[config.mk]
export PLATFORM = sky130hd
export DESIGN_NAME = seq_stage_ctrl_flat
export DESIGN_NICKNAME = d
export VERILOG_FILES = /design/src/rtl/y86_pkg.sv /design/src/rtl/seq_stage_ctrl_if.sv /design/src/rtl/seq_stage_ctrl_timer.sv /design/src/rtl/seq_stage_ctrl.sv /design/src/flat_wrapper.sv
export SDC_FILE = /design/constraint.sdc
export NUM_CORES = 1
export LEC_CHECK = 0
export CELL_PAD_IN_SITES_DETAIL_PLACEMENT = 1
export CELL_PAD_IN_SITES_GLOBAL_PLACEMENT = 1
export CORE_MARGIN = 2
export CORE_UTILIZATION = 42
export DETAILED_ROUTE_END_ITERATION = 8
export GPL_TIMING_DRIVEN = 1
export HOLD_SLACK_MARGIN = 0.02
export PLACE_DENSITY_LB_ADDON = 0.1
export REMOVE_ABC_BUFFERS = 1
export SYNTH_ARGS = -nofsm -noshare
export SYNTH_HDL_FRONTEND = slang
export SYNTH_SLANG_ARGS = --single-unit
[constraint.sdc]
create_clock -name clk -period 3.1 [get_ports clk]
set_clock_uncertainty 0.15 [all_clocks]
set_input_delay 0.31 -clock clk [delete_from_list [all_inputs] [get_ports clk]]
set_output_delay 0.31 -clock clk [all_outputs]
set_load 0.005 [all_outputs]
[src/rtl/y86_pkg.sv]
// Shared definitions for the sequential stage controller: instruction codes,
// status codes, controller states and small opcode-class helpers.
package y86_pkg;

  localparam logic [3:0] I_HALT   = 4'd0;
  localparam logic [3:0] I_NOP    = 4'd1;
  localparam logic [3:0] I_RRMOVQ = 4'd2;
  localparam logic [3:0] I_IRMOVQ = 4'd3;
  localparam logic [3:0] I_RMMOVQ = 4'd4;
  localparam logic [3:0] I_MRMOVQ = 4'd5;
  localparam logic [3:0] I_OPQ    = 4'd6;
  localparam logic [3:0] I_JXX    = 4'd7;
  localparam logic [3:0] I_CALL   = 4'd8;
  localparam logic [3:0] I_RET    = 4'd9;
  localparam logic [3:0] I_PUSHQ  = 4'd10;
  localparam logic [3:0] I_POPQ   = 4'd11;

  typedef enum logic [2:0] {
    STAT_AOK = 3'd1,
    STAT_HLT = 3'd2,
    STAT_ADR = 3'd3,
    STAT_INS = 3'd4
  } stat_t;

  typedef enum logic [2:0] {
    S_IDLE      = 3'd0,
    S_FETCH     = 3'd1,
    S_DECODE    = 3'd2,
    S_EXECUTE   = 3'd3,
    S_MEMORY    = 3'd4,
    S_WRITEBACK = 3'd5,
    S_PCUPDATE  = 3'd6,
    S_HALT      = 3'd7
  } state_t;

  // Instructions that touch data memory.
  function automatic logic is_mem_op(input logic [3:0] ic);
    return (ic == I_RMMOVQ) || (ic == I_MRMOVQ) || (ic == I_CALL) ||
           (ic == I_RET)    || (ic == I_PUSHQ)  || (ic == I_POPQ);
  endfunction

  // Memory instructions that store rather than load.
  function automatic logic is_mem_write(input logic [3:0] ic);
    return (ic == I_RMMOVQ) || (ic == I_CALL) || (ic == I_PUSHQ);
  endfunction

  // valE writeback; conditional moves only commit when the condition held.
  function automatic logic writes_vale(input logic [3:0] ic, input logic c);
    return (ic == I_IRMOVQ) || (ic == I_OPQ)   || (ic == I_CALL) ||
           (ic == I_RET)    || (ic == I_PUSHQ) || (ic == I_POPQ) ||
           ((ic == I_RRMOVQ) && c);
  endfunction

  // valM writeback: loads from memory.
  function automatic logic writes_valm(input logic [3:0] ic);
    return (ic == I_MRMOVQ) || (ic == I_POPQ);
  endfunction

endpackage

[src/rtl/seq_stage_ctrl_if.sv]
// Handshake and status bundle between the stage controller and its datapath.
interface seq_stage_ctrl_if;
  logic        start;
  logic        instr_valid;
  logic [3:0]  icode;
  logic        imem_error;
  logic        cnd;
  logic        dmem_ack;
  logic        dmem_error;
  logic        fetch_en;
  logic        decode_en;
  logic        execute_en;
  logic        memory_en;
  logic        wb_en;
  logic        pc_en;
  logic        dmem_req;
  logic        dmem_write;
  logic        rf_we_e;
  logic        rf_we_m;
  logic [2:0]  stat;
  logic        halted;
  logic [31:0] cycle_cnt;
  logic [31:0] instr_cnt;

  // Datapath / environment side.
  modport master (
    output start, instr_valid, icode, imem_error, cnd, dmem_ack, dmem_error,
    input  fetch_en, decode_en, execute_en, memory_en, wb_en, pc_en,
           dmem_req, dmem_write, rf_we_e, rf_we_m, stat, halted,
           cycle_cnt, instr_cnt
  );

  // Controller side.
  modport slave (
    input  start, instr_valid, icode, imem_error, cnd, dmem_ack, dmem_error,
    output fetch_en, decode_en, execute_en, memory_en, wb_en, pc_en,
           dmem_req, dmem_write, rf_we_e, rf_we_m, stat, halted,
           cycle_cnt, instr_cnt
  );
endinterface

[src/rtl/seq_stage_ctrl_timer.sv]
// Loadable up-counter with a terminal compare; used to bound how long the
// MEMORY stage waits for a data memory acknowledge.
module stage_timer #(
  parameter  int LIMIT = 16,
  localparam int W     = $clog2(LIMIT + 1)
) (
  input  logic         clk,
  input  logic         rst_n,
  input  logic         load,
  input  logic [W-1:0] load_val,
  input  logic         inc,
  output logic         hit
);

  localparam logic [W-1:0] LAST = W'(LIMIT - 1);

  logic [W-1:0] count;

  // Count waiting cycles; load takes priority so each wait starts fresh.
  always_ff @(posedge clk or negedge rst_n) begin
    if (!rst_n) begin
      count <= '0;
    end else if (load) begin
      count <= load_val;
    end else if (inc) begin
      count <= count + 1'b1;
    end
  end

  // Asserted on the cycle whose increment makes the count reach LIMIT.
  assign hit = inc && (count == LAST);

endmodule

[src/rtl/seq_stage_ctrl.sv]
// Sequential (non-pipelined) Y86 stage controller: steps one instruction at
// a time through fetch/decode/execute/memory/writeback/pc-update, raising a
// single stage enable per cycle, and parks in HALT on any fault.
module seq_stage_ctrl
  import y86_pkg::*;
#(
  parameter int MEM_TIMEOUT = 16
) (
  input logic             clk,
  input logic             rst_n,
  seq_stage_ctrl_if.slave bus
);

  localparam int TW = $clog2(MEM_TIMEOUT + 1);

  state_t      state, state_nx;
  stat_t       stat_q, stat_nx;
  logic [3:0]  icode_q;
  logic        cnd_q;
  logic        retire;
  logic        timeout_hit;
  logic [31:0] cycle_cnt_q, instr_cnt_q;

  logic fetch_en, decode_en, execute_en, memory_en, wb_en, pc_en;
  logic dmem_req, dmem_write, rf_we_e, rf_we_m;

  stage_timer #(.LIMIT(MEM_TIMEOUT)) u_mem_timer (
    .clk      (clk),
    .rst_n    (rst_n),
    .load     (state == S_EXECUTE),
    .load_val ({TW{1'b0}}),
    .inc      ((state == S_MEMORY) && !bus.dmem_ack),
    .hit      (timeout_hit)
  );

  // State register.
  always_ff @(posedge clk or negedge rst_n) begin
    if (!rst_n) begin
      state <= S_IDLE;
    end else begin
      state <= state_nx;
    end
  end

  // Next-state, fault status and Moore stage outputs.
  always_comb begin
    state_nx   = state;
    stat_nx    = stat_q;
    retire     = 1'b0;
    fetch_en   = 1'b0;
    decode_en  = 1'b0;
    execute_en = 1'b0;
    memory_en  = 1'b0;
    wb_en      = 1'b0;
    pc_en      = 1'b0;
    dmem_req   = 1'b0;
    dmem_write = 1'b0;
    rf_we_e    = 1'b0;
    rf_we_m    = 1'b0;
    case (state)
      S_IDLE: begin
        if (bus.start) state_nx = S_FETCH;
      end
      S_FETCH: begin
        fetch_en = 1'b1;
        if (bus.instr_valid) begin
          if (bus.imem_error) begin
            state_nx = S_HALT;
            stat_nx  = STAT_ADR;
          end else if (bus.icode > I_POPQ) begin
            state_nx = S_HALT;
            stat_nx  = STAT_INS;
          end else if (bus.icode == I_HALT) begin
            // A halt instruction completes normally, so it retires.
            state_nx = S_HALT;
            stat_nx  = STAT_HLT;
            retire   = 1'b1;
          end else begin
            state_nx = S_DECODE;
          end
        end
      end
      S_DECODE: begin
        decode_en = 1'b1;
        state_nx  = S_EXECUTE;
      end
      S_EXECUTE: begin
        execute_en = 1'b1;
        state_nx   = is_mem_op(icode_q) ? S_MEMORY : S_WRITEBACK;
      end
      S_MEMORY: begin
        memory_en  = 1'b1;
        dmem_req   = 1'b1;
        dmem_write = is_mem_write(icode_q);
        // An ack on the final allowed cycle still completes the access.
        if (bus.dmem_ack) begin
          if (bus.dmem_error) begin
            state_nx = S_HALT;
            stat_nx  = STAT_ADR;
          end else begin
            state_nx = S_WRITEBACK;
          end
        end else if (timeout_hit) begin
          state_nx = S_HALT;
          stat_nx  = STAT_ADR;
        end
      end
      S_WRITEBACK: begin
        wb_en    = 1'b1;
        rf_we_e  = writes_vale(icode_q, cnd_q);
        rf_we_m  = writes_valm(icode_q);
        state_nx = S_PCUPDATE;
      end
      S_PCUPDATE: begin
        pc_en    = 1'b1;
        retire   = 1'b1;
        state_nx = S_FETCH;
      end
      S_HALT: begin
        state_nx = S_HALT;
      end
      default: begin
        state_nx = S_IDLE;
      end
    endcase
  end

  // Latch instruction context and status for the rest of the instruction.
  always_ff @(posedge clk or negedge rst_n) begin
    if (!rst_n) begin
      icode_q <= 4'd0;
      cnd_q   <= 1'b0;
      stat_q  <= STAT_AOK;
    end else begin
      if ((state == S_FETCH) && bus.instr_valid) icode_q <= bus.icode;
      if (state == S_EXECUTE) cnd_q <= bus.cnd;
      stat_q <= stat_nx;
    end
  end

  // Activity and retirement counters; both wrap naturally at 2^32.
  always_ff @(posedge clk or negedge rst_n) begin
    if (!rst_n) begin
      cycle_cnt_q <= 32'd0;
      instr_cnt_q <= 32'd0;
    end else begin
      if ((state != S_IDLE) && (state != S_HALT)) cycle_cnt_q <= cycle_cnt_q + 32'd1;
      if (retire) instr_cnt_q <= instr_cnt_q + 32'd1;
    end
  end

  assign bus.fetch_en   = fetch_en;
  assign bus.decode_en  = decode_en;
  assign bus.execute_en = execute_en;
  assign bus.memory_en  = memory_en;
  assign bus.wb_en      = wb_en;
  assign bus.pc_en      = pc_en;
  assign bus.dmem_req   = dmem_req;
  assign bus.dmem_write = dmem_write;
  assign bus.rf_we_e    = rf_we_e;
  assign bus.rf_we_m    = rf_we_m;
  assign bus.stat       = stat_q;
  assign bus.halted     = (state == S_HALT);
  assign bus.cycle_cnt  = cycle_cnt_q;
  assign bus.instr_cnt  = instr_cnt_q;

endmodule

[src/flat_wrapper.sv]
// flat-port wrapper written by rule: the top's interface ports become plain ports
module seq_stage_ctrl_flat import y86_pkg::*;
#(
  parameter int MEM_TIMEOUT = 16
)
  (clk, rst_n, bus_start, bus_instr_valid, bus_icode, bus_imem_error, bus_cnd, bus_dmem_ack, bus_dmem_error, bus_fetch_en, bus_decode_en, bus_execute_en, bus_memory_en, bus_wb_en, bus_pc_en, bus_dmem_req, bus_dmem_write, bus_rf_we_e, bus_rf_we_m, bus_stat, bus_halted, bus_cycle_cnt, bus_instr_cnt);
  seq_stage_ctrl_if bus_i ();
  input logic clk;
  input logic rst_n;
  input wire logic [$bits(bus_i.start)-1:0] bus_start;
  input wire logic [$bits(bus_i.instr_valid)-1:0] bus_instr_valid;
  input wire logic [$bits(bus_i.icode)-1:0] bus_icode;
  input wire logic [$bits(bus_i.imem_error)-1:0] bus_imem_error;
  input wire logic [$bits(bus_i.cnd)-1:0] bus_cnd;
  input wire logic [$bits(bus_i.dmem_ack)-1:0] bus_dmem_ack;
  input wire logic [$bits(bus_i.dmem_error)-1:0] bus_dmem_error;
  output wire logic [$bits(bus_i.fetch_en)-1:0] bus_fetch_en;
  output wire logic [$bits(bus_i.decode_en)-1:0] bus_decode_en;
  output wire logic [$bits(bus_i.execute_en)-1:0] bus_execute_en;
  output wire logic [$bits(bus_i.memory_en)-1:0] bus_memory_en;
  output wire logic [$bits(bus_i.wb_en)-1:0] bus_wb_en;
  output wire logic [$bits(bus_i.pc_en)-1:0] bus_pc_en;
  output wire logic [$bits(bus_i.dmem_req)-1:0] bus_dmem_req;
  output wire logic [$bits(bus_i.dmem_write)-1:0] bus_dmem_write;
  output wire logic [$bits(bus_i.rf_we_e)-1:0] bus_rf_we_e;
  output wire logic [$bits(bus_i.rf_we_m)-1:0] bus_rf_we_m;
  output wire logic [$bits(bus_i.stat)-1:0] bus_stat;
  output wire logic [$bits(bus_i.halted)-1:0] bus_halted;
  output wire logic [$bits(bus_i.cycle_cnt)-1:0] bus_cycle_cnt;
  output wire logic [$bits(bus_i.instr_cnt)-1:0] bus_instr_cnt;
  assign bus_i.start = bus_start;
  assign bus_i.instr_valid = bus_instr_valid;
  assign bus_i.icode = bus_icode;
  assign bus_i.imem_error = bus_imem_error;
  assign bus_i.cnd = bus_cnd;
  assign bus_i.dmem_ack = bus_dmem_ack;
  assign bus_i.dmem_error = bus_dmem_error;
  assign bus_fetch_en = bus_i.fetch_en;
  assign bus_decode_en = bus_i.decode_en;
  assign bus_execute_en = bus_i.execute_en;
  assign bus_memory_en = bus_i.memory_en;
  assign bus_wb_en = bus_i.wb_en;
  assign bus_pc_en = bus_i.pc_en;
  assign bus_dmem_req = bus_i.dmem_req;
  assign bus_dmem_write = bus_i.dmem_write;
  assign bus_rf_we_e = bus_i.rf_we_e;
  assign bus_rf_we_m = bus_i.rf_we_m;
  assign bus_stat = bus_i.stat;
  assign bus_halted = bus_i.halted;
  assign bus_cycle_cnt = bus_i.cycle_cnt;
  assign bus_instr_cnt = bus_i.instr_cnt;
  seq_stage_ctrl #(.MEM_TIMEOUT(MEM_TIMEOUT)) u_core (.clk(clk), .rst_n(rst_n), .bus(bus_i));
endmodule
; ---- Word level (Yosys, flattened, before mapping)
; Index checks and enable logic that the tools add are counted.
; W data, S select, Z words.
[totals]
output_inout_bits = 78
register_bits = 80
[classes]
muxes = 34
n_lt_le_gt_ge = 1
reduce_logical = 27
add_sub_neg = 3
eq_ne = 23
[ops]
columns = operator, n
row1 = $add A32 B1 Y32 const B, 2
row2 = $mux W3, 14
row3 = $pmux W3 S8, 1
row4 = $eq A4 B4 Y1 const B, 4
row5 = $logic_or A1 B1 Y1, 14
row6 = $mux W1, 14
row7 = $eq A3 B3 Y1 const B, 4
row8 = $eq A4 B3 Y1 const B, 3
row9 = $mux W5, 2
row10 = $eq A4 B2 Y1 const B, 2
row11 = $eq A3 B2 Y1 const B, 2
row12 = $ne A3 B3 Y1 const B, 2
row13 = $pmux W3 S2, 1
row14 = $add A5 B1 Y5 const B, 1
row15 = $eq A5 B4 Y1 const B, 1
row16 = $logic_and A1 B1 Y1, 5
row17 = $reduce_and A5 Y1, 1
row18 = $gt A4 B4 Y1 const B, 1
row19 = $logic_not A4 Y1, 1
row20 = $ne A2 B2 Y1 const B, 2
row21 = $ne A4 B2 Y1 const B, 1
row22 = $reduce_bool A2 Y1, 2
row23 = $eq A3 B1 Y1 const B, 1
row24 = $logic_not A3 Y1, 1
row25 = 6 further kinds, 6

; ---- Depth between registers and ports, before layout
[depth]
depth_word = 8
depth_mapped = 6
mapped_depth_nobuf = 6

; ---- By module
; A second synthesis with hierarchy kept.
[hier_totals]
cells_unflattened = 396
area_unflattened_um2 = 4140.2
[by_module_without_submodules]
columns = mod, seq_area_each_um2, n_inst, area_each_um2, cells_per_inst
row1 = seq_stage_ctrl, 1878.1, 1, 3848.7, 368
row2 = stage_timer, 125.1, 1, 291.5, 28

; ---- Least setup slack after synthesis
; OpenSTA, ideal clock, no wires.
[synth_path]
kind = register to register
from = register u_core.u_mem_timer.count[0]
to = register u_core.stat_q[2] (netlist: u_core.bus.stat[2])
path_stages_with_launch = 7
path_buffers = 0
arrival_time_ps = 1863
path_slack_ps = 963
setup_ps = 125
cell_sequence = dfrtp_1 ha_1 and3_1 ha_1 mux2_2 a22oi_1 mux2_2
[synth_between]
elab_chain_len = 4
[synth_lines]
columns = element, line_no
row1 = "start, declared", seq_stage_ctrl_timer.sv:17  ; logic [W-1:0] count;
row2 = "start signal, assigned", seq_stage_ctrl_timer.sv:24  ; count <= load_val;
row3 = "start signal, assigned", seq_stage_ctrl_timer.sv:26  ; count <= count + 1'b1;
row4 = $eq A5 B4 Y1, seq_stage_ctrl_timer.sv:31  ; assign hit = inc && (count == LAST);
row5 = $logic_and A1 B1 Y1, seq_stage_ctrl_timer.sv:31
row6 = $ne A3 B2 Y1 (no line), --
row7 = $reduce_and A5 Y1 (no line), --
row8 = "end signal, assigned", seq_stage_ctrl.sv:137  ; stat_q <= stat_nx;
row9 = "end, declared", seq_stage_ctrl.sv:17  ; stat_t stat_q, stat_nx;
; No other way between the ends.
; A chain may end at the register's enable or synchronous reset.

; ---- Worst setup path after layout
[layout_path]
from = register u_core.state[0]
to = output port bus_rf_we_e
[layout_between]
elab_chain_len = 2
[layout_lines]
columns = element, line_no
row1 = "start, declared", seq_stage_ctrl.sv:16  ; state_t state, state_nx;
row2 = "start signal, assigned", seq_stage_ctrl.sv:41  ; state <= state_nx;
row3 = $eq A3 B3 Y1, seq_stage_ctrl.sv:60  ; case (state)
row4 = $mux W1, seq_stage_ctrl.sv:60
row5 = "end, declared", flat_wrapper.sv:25  ; output wire logic [$bits(bus_i.rf_we_e)-1:0] bus_rf_we_e;
; No other way between the ends.

==> metrics.md <==
| Metric | Value |
|---|---|
| Run status | complete, no violations |
| DIE AREA | 0.0102 mm² |
| Number of standard-cell rows in the floorplan | 35 |
| Count of inserted antenna diode cells | 0 |
| Number of global-route vias before repair | 3,267 |
| Final WL | 9340 µm |
| Minimum setup slack in the final design | 343 ps |
| Maximum vdd ir drop | 0.287 mV |
| Clock latency reported for the late side of the worst-skew pair | 350 ps |
| Clock period minus worst slack | 2760 ps |
| Pin count of the biggest net entering global routing | 81 |
| Count of pins on the block boundary | 90 |
| Proportion of netlist area held by the largest area contributor | 49.8% |
| Post-CTS Setup Repair Bufs | 0 |
| Number of antenna violations at the first check in global routing | 0 |
| Worst-path maximum fanout | 11 |
| Met3 WL post-DR | 358 µm |
| Cell area power density | 613 mW/mm² |
| Number of DRC markers after the initial detailed-route iteration | 112 |
| Highest-count cells in the layout ignoring fill and taps | 88 x clkdlybuf4s50_1, 79 x dfrtp_1, 33 x xor2_1 |
| Total global routing track utilization | 19.3% |
| Instance count of the mapped netlist | 369 |
| Leakage dissipation | 2.27 nW |
| Yosys reg bits | 80 |
| Fraction of the cycle the final worst path needs | 88.9% |
| Critical path, cell by cell | inv_1 > nor3_1 > nand2_1 > nor2_1 > clkdlybuf4s50_1 |
| Global route overflow | 0 |
| Highest metal used | met4 |
| Worst-Margin Slew | 1020 ps |
| Maximum root-to-sink buffer count | 2 |
| Growth of design area from synthesis to finish | 29.8% |
| Main synth FF type | dfrtp_1 |
| TritonCTS buffer count | 9 |
| # nets final | 473 |
| IO buf count | 89 |
| Post-synthesis area per instance | 10.8 µm² |
| Fmax | 0.363 GHz |
| Core region area | 0.00920 mm² |
| Final weighted congestion of routability-driven global placement | 0.809 |
| Die Span Y | 101 µm |
| Clock root buffer | clkbuf_8 |
| First-pass GRT wire length | 15,800 µm |
| Post-Syn Area | 0.00397 mm² |
| Final-layout setup total negative slack | 0 ps |
| Count of warnings emitted by yosys | 0 |
| Max-slew violation count | 0 |
| Maximum Capacitance Violations | 0 |
| Critical path's largest stage delay | 550 ps |
| Layout Cell Area excl Fill | 0.00515 mm² |
| Number of nets with antenna violations after routing | 0 |
| Post-synthesis share of cell area spent on and, or, nand and nor gates | 24.7% |
| Startpoint kind of the worst setup timing path | register |
| Number of cells in the design after placement | 556 |
| Cell with the largest stage delay on the worst path | dfrtp_1 |
| Fraction of the yosys area taken by sequential cells | 50.4% |
| Fraction of layout instances using a drive strength above 1 | 8.23% |
| Vias per inst | 5.43 |
| Detailed-routing iteration count for the pre-antenna-repair pass | 4 |
| Classification of the worst-slack hold path | reg -> reg |
| Post-detail-place hpwl | 6520 µm |
| H-tree lvl count | 3 |
| Setup-violating endpoint count in the final report | 0 |
| Overall power | 3.16 mW |
| Area fraction in compound gates after synthesis | 3.09% |
| Largest family of logic cells by synthesized area | simple AND/OR/NAND/NOR gates |
| Required time reported for the critical path endpoint | 2640 ps |
| Library cell with the largest summed area after synthesis | dfrtp_1 |
| Multiplexer share of the synthesized area | 2.77% |
| Clock tree from TritonCTS | yes |
| Die Span X | 101 µm |
| Area of placed instances | 0.00493 mm² |
| Critical Path Sink Type | primary output |
| Setup repair after global routing missed its margin | false |
| Class of the most critical setup path | reg -> out |
| Async S/R FF share, synth | 100% |
| Non-filler cells in the finished layout | 573 |
| Post-synthesis xor/xnor area fraction | 14.1% |
| Routed length on met2 | 4490 µm |
| Met1 wire length | 4350 µm |
| Initial standard-cell utilization of the core | 43.2% |
| Number of clock sinks seen by CTS | 80 |
| EDFF count, synth | 0 |
| Wirelength per Cell | 16.3 µm |
| Clock slew at the register clock pins of the worst setup and hold paths | 90 ps |
| Cts repair resizes | 0 |
| Synthesized-area fraction occupied by adder cells | 1.26% |
| Via count | 3,113 |
| Post-Place Worst Slack | 633 ps |
| Top post-synthesis cells by area | dfrtp_1 50%, xor2_1 7.3%, xnor2_1 6.8%, nand4_1 3.9%, nand2_1 2.9% |
| Max-slew headroom at the worst pin | 32.1% |
| Post-synth cell types | 44 |
| Leading cell type in the layout, fill and taps excluded | clkdlybuf4s50_1 |
| Drt drc | 0 |
| Arrival time at the worst endpoint | 2300 ps |
| Final number of hold-violating endpoints | 0 |
## cell families after synthesis
group                    Yosys count
AO/OA/AOI/OAI                     17
XOR/XNOR                          64
adder cells (fa/ha/maj)            4
buffers and inverters             29
flip-flops                        80
multiplexers                      10
AND/OR/NAND/NOR                  165
## layout make-up
class	count	area (µm²)
fill	1009	4040
sequential	80	2000
multi-input combinational	260	1820
timing repair buffer	95	936
tap	111	139
clock buffer	11	131
clock inverter	5	81.3
inverter	11	41.3
## per-layer routing
layer | up-vias | GRT usage [%]
li1 | 1478 | -
met1 | 1550 | 26.0
met2 | 71 | 31.4
met3 | 14 | 3.04
met4 | 0 | 7.69
met5 | - | 0
## power by group
part	internal, mW	total (mW)	switching [mW]
sequential	1.20	1.41	0.211
clock	0.454	0.830	0.375
combinational	0.481	0.918	0.438
total	2.13	3.16	1.02
## final timing paths
check | start | end | slack, ps | depth (start not counted)
setup / recovery | u_core.state[0] | bus_rf_we_e | 340 | 5
hold / removal | u_core.bus.instr_cnt[31] | u_core.bus.instr_cnt[31] | 320 | 1
setup reg to reg | u_core.u_mem_timer.count[0] | u_core.bus.stat[2] | 820 | 6
hold reg to reg | u_core.bus.instr_cnt[31] | u_core.bus.instr_cnt[31] | 320 | 1
max in group asynchronous | rst_n | u_core.bus.instr_cnt[1] | 1620 | 2
min in group asynchronous | rst_n | u_core.bus.instr_cnt[28] | 510 | 2
## critical path: cells and delay by family, from the launching register on
kind	cells	cell delay, ps
AND/OR/NAND/NOR	3	710
buffers and inverters	2	690
flip-flops	1	550
## cell usage after synthesis, drive strengths merged (8+ instances only)
cell   instances
inv           11
dfrtp         79
nor2          15
xor2          33
nor4          14
buf           14
xnor2         31
mux2           8
and4          10
nand4         26
nand2         31
nand3         21
and3           8
nor3          17
## registers in the layout, indices dropped and copies added (netlist names)
register                  count
u_core.bus.cycle_cnt         32
u_core.bus.instr_cnt         32
u_core.u_mem_timer.count      5
u_core.icode_q                4
u_core.bus.stat               3
u_core.state                  3
u_core.cnd_q                  1
## metrics by stage
stage          hold slack (ps)  util (%)
6_report                   318      56.1
2_1_floorplan             -136         -
4_1_cts                    324      56.1
5_1_grt                    340      56.1
3_5_place_dp               312      53.6
3_3_place_gp               305      53.6
## what timing repair did
action,in CTS,in global routing
hold endpoints to repair,12,0
hold buffers,1,0
endpoints found under the setup margin,0,0
Power figures use the tool's default switching activity.
